<file path="src/rtl/vga_frame_tx.sv">
// VGA transmit end: pixel-tick timing generator with HSYNC/VSYNC, a pixel FIFO fed by a
// valid/ready stream, and registered RGB332 outputs with a sticky underflow flag.
//
// FSM (one instance per axis, horizontal and vertical):
//   state     | meaning
//   PH_ACTIVE | counter inside the visible region
//   PH_FRONT  | front porch, blanking before sync
//   PH_SYNC   | sync pulse asserted
//   PH_BACK   | back porch, blanking after sync
module vga_frame_tx #(
  parameter int CLK_DIV    = 4,
  parameter int H_ACTIVE   = 640,
  parameter int H_FP       = 16,
  parameter int H_SYNC     = 96,
  parameter int H_BP       = 48,
  parameter int V_ACTIVE   = 480,
  parameter int V_FP       = 10,
  parameter int V_SYNC     = 2,
  parameter int V_BP       = 33,
  parameter bit SYNC_POL   = 1'b0,
  parameter int FIFO_DEPTH = 16
) (
  input  logic       CLK,
  input  logic       RESETn,
  input  logic       EN,
  input  logic [7:0] PIX_DATA,
  input  logic       PIX_VALID,
  output logic       PIX_READY,
  output logic       HSYNC,
  output logic       VSYNC,
  output logic [2:0] VGARED,
  output logic [2:0] VGAGREEN,
  output logic [1:0] VGABLUE,
  output logic       FRAME_START,
  output logic       UNDERFLOW,
  input  logic       CLR_UNDERFLOW
);

  localparam int H_TOTAL = H_ACTIVE + H_FP + H_SYNC + H_BP;
  localparam int V_TOTAL = V_ACTIVE + V_FP + V_SYNC + V_BP;
  localparam int HW = $clog2(H_TOTAL);
  localparam int VW = $clog2(V_TOTAL);
  localparam int DW = (CLK_DIV > 1) ? $clog2(CLK_DIV) : 1;
  localparam int AW = (FIFO_DEPTH > 1) ? $clog2(FIFO_DEPTH) : 1;
  localparam int CW = AW + 1;

  localparam logic [DW-1:0] DIV_LAST    = DW'(CLK_DIV - 1);
  localparam logic [HW-1:0] H_ACT_LAST  = HW'(H_ACTIVE - 1);
  localparam logic [HW-1:0] H_FP_LAST   = HW'(H_ACTIVE + H_FP - 1);
  localparam logic [HW-1:0] H_SYNC_LAST = HW'(H_ACTIVE + H_FP + H_SYNC - 1);
  localparam logic [HW-1:0] H_LAST      = HW'(H_TOTAL - 1);
  localparam logic [VW-1:0] V_ACT_LAST  = VW'(V_ACTIVE - 1);
  localparam logic [VW-1:0] V_FP_LAST   = VW'(V_ACTIVE + V_FP - 1);
  localparam logic [VW-1:0] V_SYNC_LAST = VW'(V_ACTIVE + V_FP + V_SYNC - 1);
  localparam logic [VW-1:0] V_LAST      = VW'(V_TOTAL - 1);
  localparam logic [CW-1:0] FULL_CNT    = CW'(FIFO_DEPTH);

  typedef enum logic [1:0] {
    PH_ACTIVE = 2'd0,
    PH_FRONT  = 2'd1,
    PH_SYNC   = 2'd2,
    PH_BACK   = 2'd3
  } phase_t;

  logic [DW-1:0] div;
  logic [HW-1:0] hcnt;
  logic [VW-1:0] vcnt;
  logic          tick;
  logic          line_end;
  phase_t        h_state, h_next;
  phase_t        v_state, v_next;

  logic [7:0]    mem [FIFO_DEPTH];
  logic [AW-1:0] wr_ptr, rd_ptr;
  logic [CW-1:0] count;
  logic          push, pop, starve, active_tick, fifo_empty;

  assign tick     = EN && (div == DIV_LAST);
  assign line_end = tick && (hcnt == H_LAST);

  always_ff @(posedge CLK) begin
    if (!RESETn) begin
      div  <= '0;
      hcnt <= '0;
      vcnt <= '0;
    end else if (!EN) begin
      div  <= '0;
      hcnt <= '0;
      vcnt <= '0;
    end else if (tick) begin
      div <= '0;
      if (line_end) begin
        hcnt <= '0;
        vcnt <= (vcnt == V_LAST) ? '0 : vcnt + 1'b1;
      end else begin
        hcnt <= hcnt + 1'b1;
      end
    end else begin
      div <= div + 1'b1;
    end
  end

  always_ff @(posedge CLK) begin
    if (!RESETn) begin
      h_state <= PH_ACTIVE;
      v_state <= PH_ACTIVE;
    end else begin
      h_state <= h_next;
      v_state <= v_next;
    end
  end

  // Phase boundaries are taken on the tick that leaves the last count of each region.
  always_comb begin
    h_next = h_state;
    if (!EN) begin
      h_next = PH_ACTIVE;
    end else if (tick) begin
      case (h_state)
        PH_ACTIVE: if (hcnt == H_ACT_LAST)  h_next = PH_FRONT;
        PH_FRONT:  if (hcnt == H_FP_LAST)   h_next = PH_SYNC;
        PH_SYNC:   if (hcnt == H_SYNC_LAST) h_next = PH_BACK;
        PH_BACK:   if (hcnt == H_LAST)      h_next = PH_ACTIVE;
        default:                            h_next = PH_ACTIVE;
      endcase
    end
  end

  always_comb begin
    v_next = v_state;
    if (!EN) begin
      v_next = PH_ACTIVE;
    end else if (line_end) begin
      case (v_state)
        PH_ACTIVE: if (vcnt == V_ACT_LAST)  v_next = PH_FRONT;
        PH_FRONT:  if (vcnt == V_FP_LAST)   v_next = PH_SYNC;
        PH_SYNC:   if (vcnt == V_SYNC_LAST) v_next = PH_BACK;
        PH_BACK:   if (vcnt == V_LAST)      v_next = PH_ACTIVE;
        default:                            v_next = PH_ACTIVE;
      endcase
    end
  end

  assign PIX_READY   = RESETn && (count != FULL_CNT);
  assign fifo_empty  = (count == '0);
  assign push        = PIX_VALID && PIX_READY;
  assign active_tick = tick && (h_state == PH_ACTIVE) && (v_state == PH_ACTIVE);
  assign pop         = active_tick && !fifo_empty;
  assign starve      = active_tick && fifo_empty;

  always_ff @(posedge CLK) begin
    if (push) mem[wr_ptr] <= PIX_DATA;
  end

  // A pop decides on the pre-edge count, so a push into an empty FIFO cannot feed the same tick.
  always_ff @(posedge CLK) begin
    if (!RESETn) begin
      wr_ptr <= '0;
      rd_ptr <= '0;
      count  <= '0;
    end else begin
      if (push) wr_ptr <= wr_ptr + 1'b1;
      if (pop)  rd_ptr <= rd_ptr + 1'b1;
      if (push && !pop)      count <= count + 1'b1;
      else if (pop && !push) count <= count - 1'b1;
    end
  end

  always_ff @(posedge CLK) begin
    if (!RESETn) begin
      HSYNC                        <= ~SYNC_POL;
      VSYNC                        <= ~SYNC_POL;
      {VGARED, VGAGREEN, VGABLUE}  <= 8'h00;
      FRAME_START                  <= 1'b0;
    end else if (!EN) begin
      HSYNC                        <= ~SYNC_POL;
      VSYNC                        <= ~SYNC_POL;
      {VGARED, VGAGREEN, VGABLUE}  <= 8'h00;
      FRAME_START                  <= 1'b0;
    end else begin
      FRAME_START <= tick && (hcnt == '0) && (vcnt == '0);
      if (tick) begin
        HSYNC                       <= (h_state == PH_SYNC) ? SYNC_POL : ~SYNC_POL;
        VSYNC                       <= (v_state == PH_SYNC) ? SYNC_POL : ~SYNC_POL;
        {VGARED, VGAGREEN, VGABLUE} <= pop ? mem[rd_ptr] : 8'h00;
      end
    end
  end

  always_ff @(posedge CLK) begin
    if (!RESETn)            UNDERFLOW <= 1'b0;
    else if (starve)        UNDERFLOW <= 1'b1;
    else if (CLR_UNDERFLOW) UNDERFLOW <= 1'b0;
  end

endmodule
</file>
<file path="config.mk">
export PLATFORM = sky130hd
export DESIGN_NAME = vga_frame_tx
export DESIGN_NICKNAME = d
export VERILOG_FILES = /design/src/rtl/vga_frame_tx.sv
export SDC_FILE = /design/constraint.sdc
export NUM_CORES = 1
export LEC_CHECK = 0
export ABC_AREA = 1
export CAP_MARGIN = 0
export CORE_ASPECT_RATIO = 0.9
export CORE_MARGIN = 8
export CORE_UTILIZATION = 61
export DETAILED_ROUTE_END_ITERATION = 10
export PLACE_DENSITY = 0.84
export SYNTH_ARGS = -nofsm -noshare
export SYNTH_HDL_FRONTEND = slang
export SYNTH_SLANG_ARGS = --single-unit
</file>
<file path="constraint.sdc">
create_clock -name CLK -period 2.6 [get_ports CLK]
set_input_delay 0.39 -clock CLK [delete_from_list [all_inputs] [get_ports CLK]]
set_output_delay 0.39 -clock CLK [all_outputs]
set_load 0.01 [all_outputs]
</file>
==> out/results.tsv, run 1 <==
stage	metric	value	unit
run_status	status	complete, no violations	
route	DR DRC count	0	
route	vias	5980	
timing	Clock Skew	0.00940	ns
power	clock network power share	41.0	%
setup_path	crit-path cells	inv_1 -> ha_1 -> inv_1 -> nor3_2 -> nand2_2 -> ha_1 -> inv_2 -> ha_1 -> a21oi_1 -> nand2_1 -> a21oi_1 -> o21ai_0 -> nand2_1 -> nand2_1 -> nor2_1	
logic_synthesis	synth top area cells	edfxtp_1, dfxtp_1, nand2_1	
cts	Reg clk slew, reported paths	0.07	ns
global_routing	first-pass GRT wire length	28100	um
logic_synthesis	synth warn	0	
route	antenna viol nets, final	0	
power	switching pwr	1250	uW
timing	post-layout minimum cycle time	2.37	ns
power	static leakage power	0.00344	uW
timing	Final Hold Slack	0.438	ns
min_path	HP Class	reg -> reg	
timing	final setup fails	0	
cells_and_area	final std cells w/o fill	1052	
setup_path	CP arrival	2.74	ns
placed_design	RePlAce Congestion	0.873	
power	Power, Total	5710	uW
cells_and_area	layout net count	910	
setup_path	worst path required time	2.97	ns
logic_synthesis	XOR/XNOR share of the synthesized area	0.648	%
cts	Num CTS Buffers	17	
cells_and_area	Final Util	69.6	%
cts	setup bufs post-CTS	0	
logic_synthesis	Syn Nets	870	
die	Die X	138	um
logic_synthesis	register area share after synthesis	61.0	%
placed_design	dpl cells	1020	
power	pwr dens	623	mW/mm^2
power	combinational power share	3.8	%
route	Routed WL	17400	um
timing	Worst-Margin Slew	0.674	ns
die	I/O pins	26	
placed_design	Post-DP HPWL	11300	um
timing	RSZ-0062 raised after global routing	false	
timing	Fmax	422	MHz
cts	hold_buf cts	0	
logic_synthesis	post-synthesis cell count	831	
cts	htree depth	4	
logic_synthesis	main combinational cell family by area after synthesis	simple AND/OR/NAND/NOR gates	
route	Detailed Routing Iterations Pass 1	5	
global_routing	total gr overflow	0	
cts	clock sinks	183	
cells_and_area	most common cell after layout, fill and taps aside	nand2_1	
power	sequential share of power	55.2	%
setup_path	slowest stage cell, crit path	dfxtp_1	
cells_and_area	layout cells sized above 1	9.16	%
die	core area	0.0132	mm^2
cells_and_area	Layout area overhead	13.0	%
route	Detailed Route Iter0 Violations	616	
logic_synthesis	Synth Area in Compound Gates	3.60	%
logic_synthesis	post-synthesis simple-gate area fraction	25.7	%
setup_path	Worst setup EP type	flop	
cells_and_area	most frequent cells in the layout	nand2_1, nand3_1, edfxtp_1, nor2_1, inv_1	
die	Die Footprint	0.0172	mm^2
placed_design	IO Port Bufs	25	
power	Int Pwr	4460	uW
cts	cts repair resizes	0	
cts	clk_lat worst skew	0.43	ns
logic_synthesis	Mean Syn Cell Area	9.75	um^2
cells_and_area	Layout fillers	910	
global_routing	initial antenna violation count	0	
setup_path	slowest stage delay, CP	0.34	ns
timing	final hold violation count	0	
cts	clock tree buffer depth	2	
route	wire length per cell	16.6	um
global_routing	number of global-route vias before repair	5664	
logic_synthesis	post-synthesis mux area share	0	%
global_routing	total track usage	21.0	%
logic_synthesis	largest area contributor in the netlist	edfxtp_1	
power	Peak VDD IR	0.000613	V
run	MaxCap Viol Count	0	
die	Starting Density	61.6	%
logic_synthesis	post-synthesis adder-cell area fraction	4.11	%
cts	CTS tree	yes	
die	die height	125	um
cells_and_area	Diodes inserted	0	
cts	clk root buf	clkbuf_16	
timing	Slew Viols, Final	0	
power	Net Sw Frac	22.0	%
route	Vias/cell	5.68	
logic_synthesis	Synth cell types	35	
timing	Slew headroom	54.9	%
logic_synthesis	Synth Cell Area	0.00811	mm^2
global_routing	pin count of the biggest net entering global routing	65	
setup_path	CP Launch Type	flop	
die	# rows	40	
logic_synthesis	post-synth top area share	47.4	%
setup_path	crit-path max FO	6	
logic_synthesis	Synth Register Bits	183	
timing	period utilization	91.1	%
setup_path	Crit Path Class	reg -> reg	
[power groups by stage]
stage / Combinational (uW) / Clock (uW) / Sequential [uW]
2_1_floorplan: 116 / 0 / 3210
3_3_place_gp: 204 / 0 / 3220
3_5_place_dp: 212 / 0 / 3220
4_1_cts: 213 / 2360 / 3150
5_1_grt: 238 / 2460 / 3150
6_report: 214 / 2340 / 3150
[flip-flops by register name (all words and copies together) (netlist names), named ones only]
| signal | flops |
|---|---|
| mem | 128 |
| hcnt | 10 |
| vcnt | 10 |
| count | 5 |
| rd_ptr | 4 |
| wr_ptr | 4 |
| VGAGREEN | 3 |
| VGARED | 3 |
| VGABLUE | 2 |
| div | 2 |
| h_state | 2 |
| v_state | 2 |
| FRAME_START | 1 |
| HSYNC | 1 |
| UNDERFLOW | 1 |
| VSYNC | 1 |
[worst paths after layout]
| check | startpoint | endpoint | slack [ns] | depth (start not counted) |
|---|---|---|---|---|
| hold / removal | div[0] | div[0] | 0.44 | 1 |
| setup / recovery | v_state[0] | count[4] | 0.23 | 15 |
| setup reg to reg | v_state[0] | count[4] | 0.23 | 15 |
| hold reg to reg | div[0] | div[0] | 0.44 | 1 |
[metrics by stage]
stage,setup TNS [ns],setup WS [ns],instance area [um^2]
final,0,0.233,9160
after CTS,0,0.161,9160
after floorplan,0,0.459,8110
after global placement,0,0.0763,8630
after detailed placement,-0.0163,-0.0163,8630
after global routing,0,0.0619,9160
[area by class of cell]
| cell class | count | area, um^2 | share of cell area (%) |
|---|---|---|---|
| clock buffer | 21 | 440 | 4.81 |
| clock inverter | 11 | 92.6 | 1.01 |
| inverter | 68 | 255 | 2.79 |
| multi-input combinational | 550 | 2760 | 30.1 |
| sequential | 183 | 4950 | 54.0 |
| tap | 168 | 210 | 2.29 |
| timing repair buffer | 51 | 458 | 5.00 |
[synthesized netlist by cell type]
cell / n
buf_1: 1
a21oi_1: 29
nor4_1: 2
nand2_8: 1
nor3b_1: 2
nand4_4: 1
buf_2: 13
nor2_1: 66
nand4_1: 8
clkbuf_1: 13
dfxtp_1: 55
nand2_1: 209
nand3_2: 2
nor3_1: 11
a31oi_1: 2
edfxtp_1: 128
o32ai_1: 1
a211oi_1: 1
buf_6: 2
fa_1: 1
nor3_2: 3
inv_2: 7
ha_1: 25
nand2_4: 1
nor2_2: 2
nand3_1: 146
nand2_2: 5
o21ai_0: 20
xor2_1: 6
o21a_1: 1
nor3_4: 1
o21ai_1: 2
buf_4: 1
nor2_4: 2
inv_1: 61
[worst max-delay path, delay by kind of cell, from the launching register on]
kind,cells,cell delay [ns]
AO/OA/AOI/OAI,3,0.40
buffers and inverters,3,0.32
adder cells (fa/ha/maj),3,0.71
AND/OR/NAND/NOR,6,0.53
flip-flops,1,0.34
[cell families after synthesis]
group	after synthesis
flops	183
compound gates	56
xor+xnor	6
buf+inv	98
fa+ha+maj	26
simple gates	462
[routing by layer]
metal	wire length [um]	part of all wire [%]	up-vias	track usage, %
met2	8290	48	280	32.6
met3	1380	7.9	25	4.96
met4	318	1.8	0	8.05
li1	-	-	2895	-
met5	0	0	-	0
met1	7440	43	2780	28.0
(Power assumes the default switching activity.)
==> inputs of run 2 (changes only) <==
--- a/config.mk
+++ b/config.mk
@@ -12,6 +12,8 @@
 export CORE_UTILIZATION = 61
 export DETAILED_ROUTE_END_ITERATION = 10
 export PLACE_DENSITY = 0.84
+export REMOVE_ABC_BUFFERS = 1
+export SKIP_CTS_REPAIR_TIMING = 1
 export SYNTH_ARGS = -nofsm -noshare
 export SYNTH_HDL_FRONTEND = slang
 export SYNTH_SLANG_ARGS = --single-unit
==> run 2 against run 1 <==
Hold slack got worse by 0.0031 ns. Global-route usage decreased by 0.50 points. First-iteration DRC count decreased by 5.0%. Register-to-register slack got worse by 0.07 ns. Sequential share of layout area decreased by 0.45 points. Critical path depth decreased by 1. Setup slack got worse by 0.073 ns. Via count decreased by 0.23%. Clock power increased by 6%. Core utilization increased by 0.60 points. Final cell count increased by 0.38%. Sequential cell count unchanged. Largest cell class unchanged.
==> out/results.tsv, run 2 (synthesized netlist as in run 1, its figures left out) <==
stage	metric	value	unit
setup_path	slowest stage delay, CP	0.34	ns
min_path	HP Class	reg -> reg	
cells_and_area	most frequent cells in the layout	nand2_1, nand3_1, edfxtp_1, nor2_1, inv_1	
setup_path	Crit Reg-Reg Endpoint	count[4]	
timing	Slew Viols, Final	0	
route	DR DRC count	0	
global_routing	initial antenna violation count	0	
cells_and_area	max FFs per register	128	
timing	Worst-Margin Slew	0.636	ns
power	Peak VDD IR	0.000657	V
setup_path	r2r setup slk	0.16	ns
power	static leakage power	0.00348	uW
timing	Slew headroom	57.4	%
cells_and_area	final std cells w/o fill	1056	
cts	clk root buf	clkbuf_16	
cells_and_area	Layout area overhead	14.0	%
power	pwr dens	633	mW/mm^2
min_path	hold path depth	1	
cts	Num CTS Buffers	17	
global_routing	GR Util met1	25.6	%
min_path	sink of the worst hold path	div[0]	
timing	period utilization	93.9	%
cells_and_area	most common cell after layout, fill and taps aside	nand2_1	
global_routing	first-pass GRT wire length	27300	um
setup_path	Worst setup EP type	flop	
placed_design	RePlAce Congestion	0.854	
cells_and_area	Diodes inserted	0	
cts	htree depth	4	
route	Routed WL	17200	um
timing	setup_tns	0	ns
global_routing	number of global-route vias before repair	5595	
cts	Reg clk slew, reported paths	0.07	ns
power	Power, Total	5840	uW
timing	Fmax	410	MHz
cts	clock sinks	183	
die	# rows	40	
timing	final setup fails	0	
global_routing	pin count of the biggest net entering global routing	65	
setup_path	CP arrival	2.78	ns
setup_path	slowest stage cell, crit path	dfxtp_2	
placed_design	Post-DP HPWL	11200	um
placed_design	IO Port Bufs	25	
die	core area	0.0132	mm^2
setup_path	reg2reg path depth	14	
placed_design	DP Worst Slack	-0.00504	ns
setup_path	CP Launch Type	flop	
cells_and_area	Largest Register	mem	
die	I/O pins	26	
global_routing	M3 GR Usage	5.52	%
run_status	status	complete, no violations	
die	Die Footprint	0.0172	mm^2
setup_path	Worst Path Buf+Inv	3	
route	vias	5966	
setup_path	crit-path max FO	4	
timing	RSZ-0062 raised after global routing	false	
cells_and_area	layout cells sized above 1	9.91	%
cells_and_area	Top Registers	mem x128, hcnt x10, vcnt x10	
timing	final hold violation count	0	
timing	Clock Skew	0.00898	ns
die	Starting Density	61.6	%
global_routing	total track usage	20.5	%
cells_and_area	post-route cell area	0.00924	mm^2
global_routing	Most Used Layer, Global Route	met2	
setup_path	kind of cell with the highest combined delay on the critical path	adder cells	
min_path	hold path startpoint	div[0]	
global_routing	met2 Resource Use GR	32.9	%
setup_path	worst path required time	2.94	ns
setup_path	Crit Path Class	reg -> reg	
placed_design	placed instance area	0.00866	mm^2
die	die height	125	um
cells_and_area	layout net count	914	
cts	CTS tree	yes	
route	wire length per cell	16.3	um
setup_path	crit-path cells	inv_1 -> ha_1 -> inv_1 -> nor3_2 -> nand2_2 -> ha_1 -> inv_1 -> ha_1 -> a21oi_1 -> nand2_1 -> a21oi_1 -> o21ai_0 -> nor2_1 -> nor2_1	
cts	clk_lat worst skew	0.44	ns
timing	post-layout minimum cycle time	2.44	ns
run	MaxCap Viol Count	0	
global_routing	total gr overflow	0	
cts	clock tree buffer depth	2	
route	Detailed Route Iter0 Violations	585	
route	Detailed Routing Iterations Pass 1	5	
timing	setup ws final	0.160	ns
placed_design	dpl cells	1024	
setup_path	RR Startpoint	v_state[0]	
route	Vias/cell	5.65	
route	antenna viol nets, final	0	
die	Die X	138	um
-- run 2: cell count changes in the layout (fill, tap and decap cells not counted), sizes merged --
cell,previous run,this run
buf,26,30
clkbuf,21,19
clkinv,4,5
clkinvlp,2,3
-- run 2: routing by layer --
layer / vias to the layer above / wire [um] / share of wire (%)
li1: 2907 / - / -
met5: - / 0 / 0
met1: 2753 / 7060 / 41
met2: 262 / 8290 / 48
met4: 0 / 462 / 2.7
met3: 44 / 1360 / 7.9
-- run 2: power breakdown --
group / total [uW] / switching [uW] / internal, uW / leakage (uW)
Sequential: 3150 / 14.7 / 3140 / 0.00160
Combinational: 214 / 137 / 76.3 / 0.00161
Clock: 2480 / 1180 / 1300 / 0.000275
-- run 2: layout make-up --
cell class | instances | area [um^2]
inverters | 68 | 255
clock inverters | 13 | 138
multi-input cells | 550 | 2760
clock buffers | 19 | 443
repair buffers | 55 | 488
fillers | 914 | 3920
flip-flops and latches | 183 | 4950
well taps | 168 | 210
-- run 2: worst max-delay path by stage --
stage / end / cells past startpoint / slack [ns] / start
after floorplan: VGABLUE[0] / 7 / -0.04 / flop
after global placement: count[4] / 13 / 0.12 / EN
after detailed placement: count[4] / 13 / -0.005 / EN
after CTS: count[4] / 15 / 0.12 / v_state[0]
after global routing: count[4] / 14 / 0.001 / v_state[0]
final: count[4] / 14 / 0.16 / v_state[0]
-- run 2: stage by stage --
stage / hold slack (ns) / util (%)
finish: 0.435 / 70.2
global placement: 0.411 / 65.8
global route: 0.448 / 70.2
CTS: 0.436 / 70.2
detailed placement: 0.426 / 65.8
floorplan: 0.404 / -
